<file path="config.mk">
export PLATFORM = sky130hd
export DESIGN_NAME = axi_read_arbiter_flat
export DESIGN_NICKNAME = d
export VERILOG_FILES = /design/src/rtl/axi_read_arbiter_if.sv /design/src/rtl/axi_read_arbiter.sv /design/src/flat_wrapper.sv
export SDC_FILE = /design/constraint.sdc
export NUM_CORES = 1
export LEC_CHECK = 0
export CAP_MARGIN = 0
export CORE_MARGIN = 4
export CORE_UTILIZATION = 40
export DETAILED_ROUTE_END_ITERATION = 12
export PLACE_DENSITY_LB_ADDON = 0.3
export RECOVER_POWER = 50
export SYNTH_ARGS = -nofsm -noshare
export SYNTH_HDL_FRONTEND = slang
export SYNTH_SLANG_ARGS = --single-unit
</file>
<file path="constraint.sdc">
create_clock -name aclk -period 2.5 [get_ports aclk]
set_input_delay 0.75 -clock aclk [delete_from_list [all_inputs] [get_ports aclk]]
set_output_delay 0.75 -clock aclk [all_outputs]
set_load 0.02 [all_outputs]
</file>
<file path="src/rtl/axi_read_arbiter_if.sv">
// axi_read_arbiter_if: CPU-side inst/data request ports plus the AXI AR/R channels.
// The arbiter connects through slave; the requesters and the AXI memory connect through master.
interface axi_read_arbiter_if;
    logic        inst_req;
    logic [1:0]  inst_size;
    logic [31:0] inst_addr;
    logic        inst_addr_ok;
    logic        inst_data_ok;
    logic [31:0] inst_rdata;
    logic        data_req;
    logic [1:0]  data_size;
    logic [31:0] data_addr;
    logic        data_addr_ok;
    logic        data_data_ok;
    logic [31:0] data_rdata;
    logic [3:0]  arid;
    logic [31:0] araddr;
    logic [2:0]  arsize;
    logic        arvalid;
    logic        arready;
    logic [3:0]  rid;
    logic [31:0] rdata;
    logic        rvalid;
    logic        rready;

    modport slave (
        input  inst_req, inst_size, inst_addr, data_req, data_size, data_addr,
        input  arready, rid, rdata, rvalid,
        output inst_addr_ok, inst_data_ok, inst_rdata,
        output data_addr_ok, data_data_ok, data_rdata,
        output arid, araddr, arsize, arvalid, rready
    );

    modport master (
        output inst_req, inst_size, inst_addr, data_req, data_size, data_addr,
        output arready, rid, rdata, rvalid,
        input  inst_addr_ok, inst_data_ok, inst_rdata,
        input  data_addr_ok, data_data_ok, data_rdata,
        input  arid, araddr, arsize, arvalid, rready
    );
endinterface

</file>
<file path="src/rtl/axi_read_arbiter.sv">
// axi_read_arbiter: merges instruction and data read requests onto one AXI read port,
// data side first, with a single read outstanding at a time.
module axi_read_arbiter #(
    parameter logic [3:0] INST_ID = 4'd0,
    parameter logic [3:0] DATA_ID = 4'd1
) (
    input logic               aclk,
    input logic               aresetn,
    axi_read_arbiter_if.slave bus
);
    typedef enum logic [1:0] {IDLE, ADDR, WAIT, RESP} state_t;

    state_t      r_state;
    logic        r_owner;
    logic        r_arvalid;
    logic        r_rready;
    logic        r_inst_ok;
    logic        r_data_ok;
    logic [31:0] r_addr;
    logic [1:0]  r_size;
    logic [31:0] r_rdata;
    logic        w_idle;
    logic        w_hit;
    logic [3:0]  w_id;

    // Grant is combinational in IDLE; gating with aresetn keeps it quiet while reset is held.
    assign w_idle            = aresetn && r_state == IDLE;
    assign w_id              = r_owner ? DATA_ID : INST_ID;
    assign w_hit             = bus.rvalid && bus.rid == w_id;
    assign bus.data_addr_ok  = w_idle && bus.data_req;
    assign bus.inst_addr_ok  = w_idle && bus.inst_req && !bus.data_req;
    assign bus.arvalid       = r_arvalid;
    assign bus.araddr        = r_addr;
    assign bus.arsize        = {1'b0, r_size};
    assign bus.arid          = r_arvalid ? w_id : 4'd0;
    assign bus.rready        = r_rready;
    assign bus.inst_data_ok  = r_inst_ok;
    assign bus.data_data_ok  = r_data_ok;
    assign bus.inst_rdata    = r_rdata;
    assign bus.data_rdata    = r_rdata;

    always_ff @(posedge aclk or negedge aresetn) begin
        if (!aresetn) begin
            r_state   <= IDLE;
            r_owner   <= 1'b0;
            r_arvalid <= 1'b0;
            r_rready  <= 1'b0;
            r_inst_ok <= 1'b0;
            r_data_ok <= 1'b0;
            r_addr    <= '0;
            r_size    <= '0;
            r_rdata   <= '0;
        end else begin
            case (r_state)
                IDLE: if (bus.data_req || bus.inst_req) begin
                    r_owner   <= bus.data_req;
                    r_addr    <= bus.data_req ? bus.data_addr : bus.inst_addr;
                    r_size    <= bus.data_req ? bus.data_size : bus.inst_size;
                    r_arvalid <= 1'b1;
                    r_state   <= ADDR;
                end
                ADDR: if (bus.arready) begin
                    r_arvalid <= 1'b0;
                    r_rready  <= 1'b1;
                    r_state   <= WAIT;
                end
                // Beats carrying another ID are accepted via rready and dropped.
                WAIT: if (w_hit) begin
                    r_rdata   <= bus.rdata;
                    r_rready  <= 1'b0;
                    r_inst_ok <= !r_owner;
                    r_data_ok <= r_owner;
                    r_state   <= RESP;
                end
                RESP: begin
                    r_inst_ok <= 1'b0;
                    r_data_ok <= 1'b0;
                    r_state   <= IDLE;
                end
                default: r_state <= IDLE;
            endcase
        end
    end
endmodule

</file>
<file path="src/flat_wrapper.sv">
// flat-port wrapper written by rule: the top's interface ports become plain ports
module axi_read_arbiter_flat 
#(
    parameter logic [3:0] INST_ID = 4'd0,
    parameter logic [3:0] DATA_ID = 4'd1
)
  (aclk, aresetn, bus_inst_req, bus_inst_size, bus_inst_addr, bus_data_req, bus_data_size, bus_data_addr, bus_arready, bus_rid, bus_rdata, bus_rvalid, bus_inst_addr_ok, bus_inst_data_ok, bus_inst_rdata, bus_data_addr_ok, bus_data_data_ok, bus_data_rdata, bus_arid, bus_araddr, bus_arsize, bus_arvalid, bus_rready);
  axi_read_arbiter_if bus_i ();
  input logic aclk;
  input logic aresetn;
  input wire logic [$bits(bus_i.inst_req)-1:0] bus_inst_req;
  input wire logic [$bits(bus_i.inst_size)-1:0] bus_inst_size;
  input wire logic [$bits(bus_i.inst_addr)-1:0] bus_inst_addr;
  input wire logic [$bits(bus_i.data_req)-1:0] bus_data_req;
  input wire logic [$bits(bus_i.data_size)-1:0] bus_data_size;
  input wire logic [$bits(bus_i.data_addr)-1:0] bus_data_addr;
  input wire logic [$bits(bus_i.arready)-1:0] bus_arready;
  input wire logic [$bits(bus_i.rid)-1:0] bus_rid;
  input wire logic [$bits(bus_i.rdata)-1:0] bus_rdata;
  input wire logic [$bits(bus_i.rvalid)-1:0] bus_rvalid;
  output wire logic [$bits(bus_i.inst_addr_ok)-1:0] bus_inst_addr_ok;
  output wire logic [$bits(bus_i.inst_data_ok)-1:0] bus_inst_data_ok;
  output wire logic [$bits(bus_i.inst_rdata)-1:0] bus_inst_rdata;
  output wire logic [$bits(bus_i.data_addr_ok)-1:0] bus_data_addr_ok;
  output wire logic [$bits(bus_i.data_data_ok)-1:0] bus_data_data_ok;
  output wire logic [$bits(bus_i.data_rdata)-1:0] bus_data_rdata;
  output wire logic [$bits(bus_i.arid)-1:0] bus_arid;
  output wire logic [$bits(bus_i.araddr)-1:0] bus_araddr;
  output wire logic [$bits(bus_i.arsize)-1:0] bus_arsize;
  output wire logic [$bits(bus_i.arvalid)-1:0] bus_arvalid;
  output wire logic [$bits(bus_i.rready)-1:0] bus_rready;
  assign bus_i.inst_req = bus_inst_req;
  assign bus_i.inst_size = bus_inst_size;
  assign bus_i.inst_addr = bus_inst_addr;
  assign bus_i.data_req = bus_data_req;
  assign bus_i.data_size = bus_data_size;
  assign bus_i.data_addr = bus_data_addr;
  assign bus_i.arready = bus_arready;
  assign bus_i.rid = bus_rid;
  assign bus_i.rdata = bus_rdata;
  assign bus_i.rvalid = bus_rvalid;
  assign bus_inst_addr_ok = bus_i.inst_addr_ok;
  assign bus_inst_data_ok = bus_i.inst_data_ok;
  assign bus_inst_rdata = bus_i.inst_rdata;
  assign bus_data_addr_ok = bus_i.data_addr_ok;
  assign bus_data_data_ok = bus_i.data_data_ok;
  assign bus_data_rdata = bus_i.data_rdata;
  assign bus_arid = bus_i.arid;
  assign bus_araddr = bus_i.araddr;
  assign bus_arsize = bus_i.arsize;
  assign bus_arvalid = bus_i.arvalid;
  assign bus_rready = bus_i.rready;
  axi_read_arbiter #(.INST_ID(INST_ID), .DATA_ID(DATA_ID)) u_core (.aclk(aclk), .aresetn(aresetn), .bus(bus_i));
endmodule
</file>
==> flow_metrics.py <==
metrics = {
    "die": {
        "rows": 33,
        "core-area_um2": 8382,
        "die_x_um": 101.6,
        "dieHeight_um": 101.6,
        "die_area_um2": 10310,
        "initial_utilization_pct": 41.77,
        "ios": 219,
    },
    "timing": {
        "hold_viol": 0,
        "tightest_slew_ps": 1757,
        "hold_slack_ps": 481.2,
        "min_period_ps": 2393,
        "report.final.slew_viol_count": 74,
        "fmax_ghz": 0.4178,
        "relSlewSlack_pct": -17.11,
        "finClkSkew_ps": 11.71,
        "finalSetupViolations": 0,
        "rsz0062_at_grt": "false",
        "fin_crit_sh_pct": 95.73,
    },
    "yosys": {
        "synth_cells": 307,
        "synth_seq_cells": 73,
        "yosys_warnings": 0,
        "synth_cell_types": 35,
        "ys_seq_area_share_pct": 52.18,
        "syn_avg_cell_area_um2": 11.40,
        "syn_area_um2": 3501,
    },
    "clocking": {
        "cts_sinks": 73,
        "numCtsBuffers": 9,
        "clk_pin_slew_worst_paths_ps": 80,
        "cts_tree": "yes",
        "cts_root_buf": "clkbuf_8",
        "clk_latency_ps": 330,
        "cts_hold_buf": 0,
        "cts_setup_buffers": 0,
        "cts_buffer_depth": 2,
        "htree_levels": 3,
    },
    "setup_path": {
        "required_ps": 2710,
        "crit_arrival_ps": 2600,
        "rr_worst_depth": 5,
        "path_max_fanout": 32,
        "setup.worst_path.end_class": "flop",
        "slowest_delay_ps": 550,
        "startpoint": "bus_rid[1]",
        "cp.depth": 5,
        "r2r-end": "u_core.bus.data_rdata[24]",
        "cp_slowest_cell": "dlygate4sd3_1",
        "critPathBufInv": 2,
        "critPathTopFamily": "buffers and inverters",
        "crit_path_start_kind": "input port",
        "endpoint": "u_core.bus.data_rdata[24]",
        "crit_type": "input port to flop",
        "timing.rr.start": "u_core.r_state[0]",
        "worstPathCellList": "dlygate4sd3_1, nor4b_1, nand3_1, buf_4, mux2_2",
        "reg2reg_setup_slack_ps": 660,
    },
    "cells_and_area": {
        "antennaDiodeCount": 0,
        "final_cell_mix": "208 x clkdlybuf4s50_1, 73 x dfrtp_1, 40 x nand2_1, 36 x o21ai_0, 34 x mux2i_1",
        "layout_commonest_cell": "clkdlybuf4s50_1",
        "drive_gt1_share_pct": 11.67,
        "layout.nets": 607,
        "final_cells": 602,
        "synthToLayoutAreaGrowth_pct": 62.62,
    },
    "hold_path": {
        "hold_depth": 2,
        "min_from": "u_core.bus.araddr[11]",
        "hold_class": "flop to flop",
    },
    "routing": {
        "drt_iter0_drc": 49,
        "drtPass1Iterations": 4,
        "wire_per_inst_um": 15.92,
        "routed_wl_um": 9584,
        "drtAntennaViolNets": 0,
        "avgViaCountPerCell": 4.814,
        "drc": 0,
        "vias": 2898,
    },
    "run_status": {
        "violations": "capacitance limit, slew limit",
        "status": "complete, but fails checks",
    },
    "placed_design": {
        "gp_congestion": 0.7545,
        "place_inst": 586,
        "io_buffers": 214,
        "dpl.hpwl_um": 7762,
    },
    "global_route": {
        "grt_pass1_wl_um": 14560,
        "grt_overflow": 0,
        "grt_pass1_vias": 2913,
        "antenna_found_initial": 0,
        "grt.total_usage_pct": 18.30,
        "grt_max_degree": 74,
    },
    "power_and_ir_drop": {
        "p_per_area_nw_per_um2": 1034,
        "p_leak_nw": 2.532,
        "worst_ir_drop_vdd_mv": 0.5446,
    },
    "flow_run": {
        "max-cap-violations": 1,
    },
}
[cells by family after synthesis]
family	synth area share (%)
muxes	20.01
buffers and inverters	9.757
AOI/OAI and AO/OA	7.648
DFF	52.18
xor gates and xnor gates	0.5004
other	0.1071
adders and majority gates	1.787
and+or+nand+nor	8.006
[what timing repair did]
action | in CTS | in global routing
endpoints found under the setup margin | 2 | 1
resized for setup | 2 | 2
endpoints found under the hold margin | 0 | 0
[worst min-delay path by stage]
stage / to / slack (ps)
2_1_floorplan: u_core.bus.araddr[0] / 450
3_3_place_gp: u_core.bus.araddr[1] / 460
3_5_place_dp: u_core.bus.araddr[19] / 470
4_1_cts: u_core.bus.araddr[1] / 490
5_1_grt: u_core.bus.araddr[10] / 510
6_report: u_core.bus.araddr[11] / 480
[cell type report]
type	instances	area, um^2
clock buffers	13	148.9
clock inverters	3	40.04
fillers	632	2689
inverters	2	7.507
multi-input cells	184	1345
flip-flops and latches	73	1827
well taps	105	131.4
repair buffers	222	2193
[power by group]
group	switching, W	internal (W)
registers	0.000314	0.00164
clock network	0.000403	0.000487
logic	0.00154	0.00150
[registers in the layout (all words and copies together) (netlist names)]
signal / count
u_core.bus.inst_data_ok: 1
u_core.bus.rready: 1
u_core.r_state: 2
u_core.bus.araddr: 32
u_core.r_size: 2
u_core.bus.data_rdata: 32
u_core.bus.arvalid: 1
u_core.bus.data_data_ok: 1
u_core.r_owner: 1
[routing by layer]
metal / track usage (%) / share of wire (%) / up-vias
met5: 0 / 0 / -
met4: 5.930 / 0.59 / 0
met3: 7.989 / 13 / 4
met2: 32.09 / 50 / 153
met1: 19.82 / 36 / 1347
li1: - / - / 1394
[worst register-to-register path, cell delays in order, from the launching register on]
cell and delay, ps:
dfrtp_1 410, inv_1 110, ha_1 320, nand3_1 110
buf_4 370, mux2_2 410
[Yosys cell counts]
| cell type | count | share of area (%) |
|---|---|---|
| or3b_2 | 1 | 0.25 |
| o211ai_1 | 4 | 0.86 |
| a21oi_1 | 3 | 0.43 |
| ha_1 | 5 | 1.8 |
| and3_1 | 1 | 0.18 |
| a22o_1 | 1 | 0.25 |
| nor4_1 | 1 | 0.18 |
| o31ai_1 | 1 | 0.21 |
| o21ai_1 | 1 | 0.14 |
| nor3b_1 | 2 | 0.43 |
| o22ai_1 | 1 | 0.18 |
| and2_1 | 1 | 0.18 |
| nor2_1 | 2 | 0.21 |
| buf_4 | 36 | 7.7 |
| buf_1 | 1 | 0.11 |
| nand3_1 | 3 | 0.43 |
| or4b_4 | 1 | 0.39 |
| inv_1 | 2 | 0.21 |
| conb_1 | 1 | 0.11 |
| nor4b_2 | 1 | 0.43 |
| clkbuf_1 | 8 | 0.86 |
| or4_1 | 1 | 0.21 |
| nand2_1 | 40 | 4.3 |
| xnor2_1 | 1 | 0.25 |
| nand2b_1 | 1 | 0.18 |
| and4b_1 | 1 | 0.29 |
| o21ai_0 | 36 | 5.1 |
| a21boi_0 | 1 | 0.21 |
| mux2i_1 | 34 | 9.7 |
| mux2_2 | 32 | 10 |
| nor2b_1 | 2 | 0.36 |
| a211oi_1 | 1 | 0.21 |
| xor2_1 | 1 | 0.25 |
| dfrtp_1 | 73 | 52 |
| buf_2 | 6 | 0.86 |
[metrics by stage]
step	setup slack [ps]	util [%]	setup TNS (ps)	total power (W)	area (um^2)
global route	47.13	67.92	0	0.006259	5693
global placement	-254.5	66.10	-254.5	0.004969	5540
detailed placement	-269.6	66.10	-269.6	0.005075	5540
floorplan	235.7	-	0	0.003579	3512
finish	106.7	67.92	0	0.005887	5693
CTS	9.275	68.32	0	0.005976	5727
(Power assumes the default switching activity.)
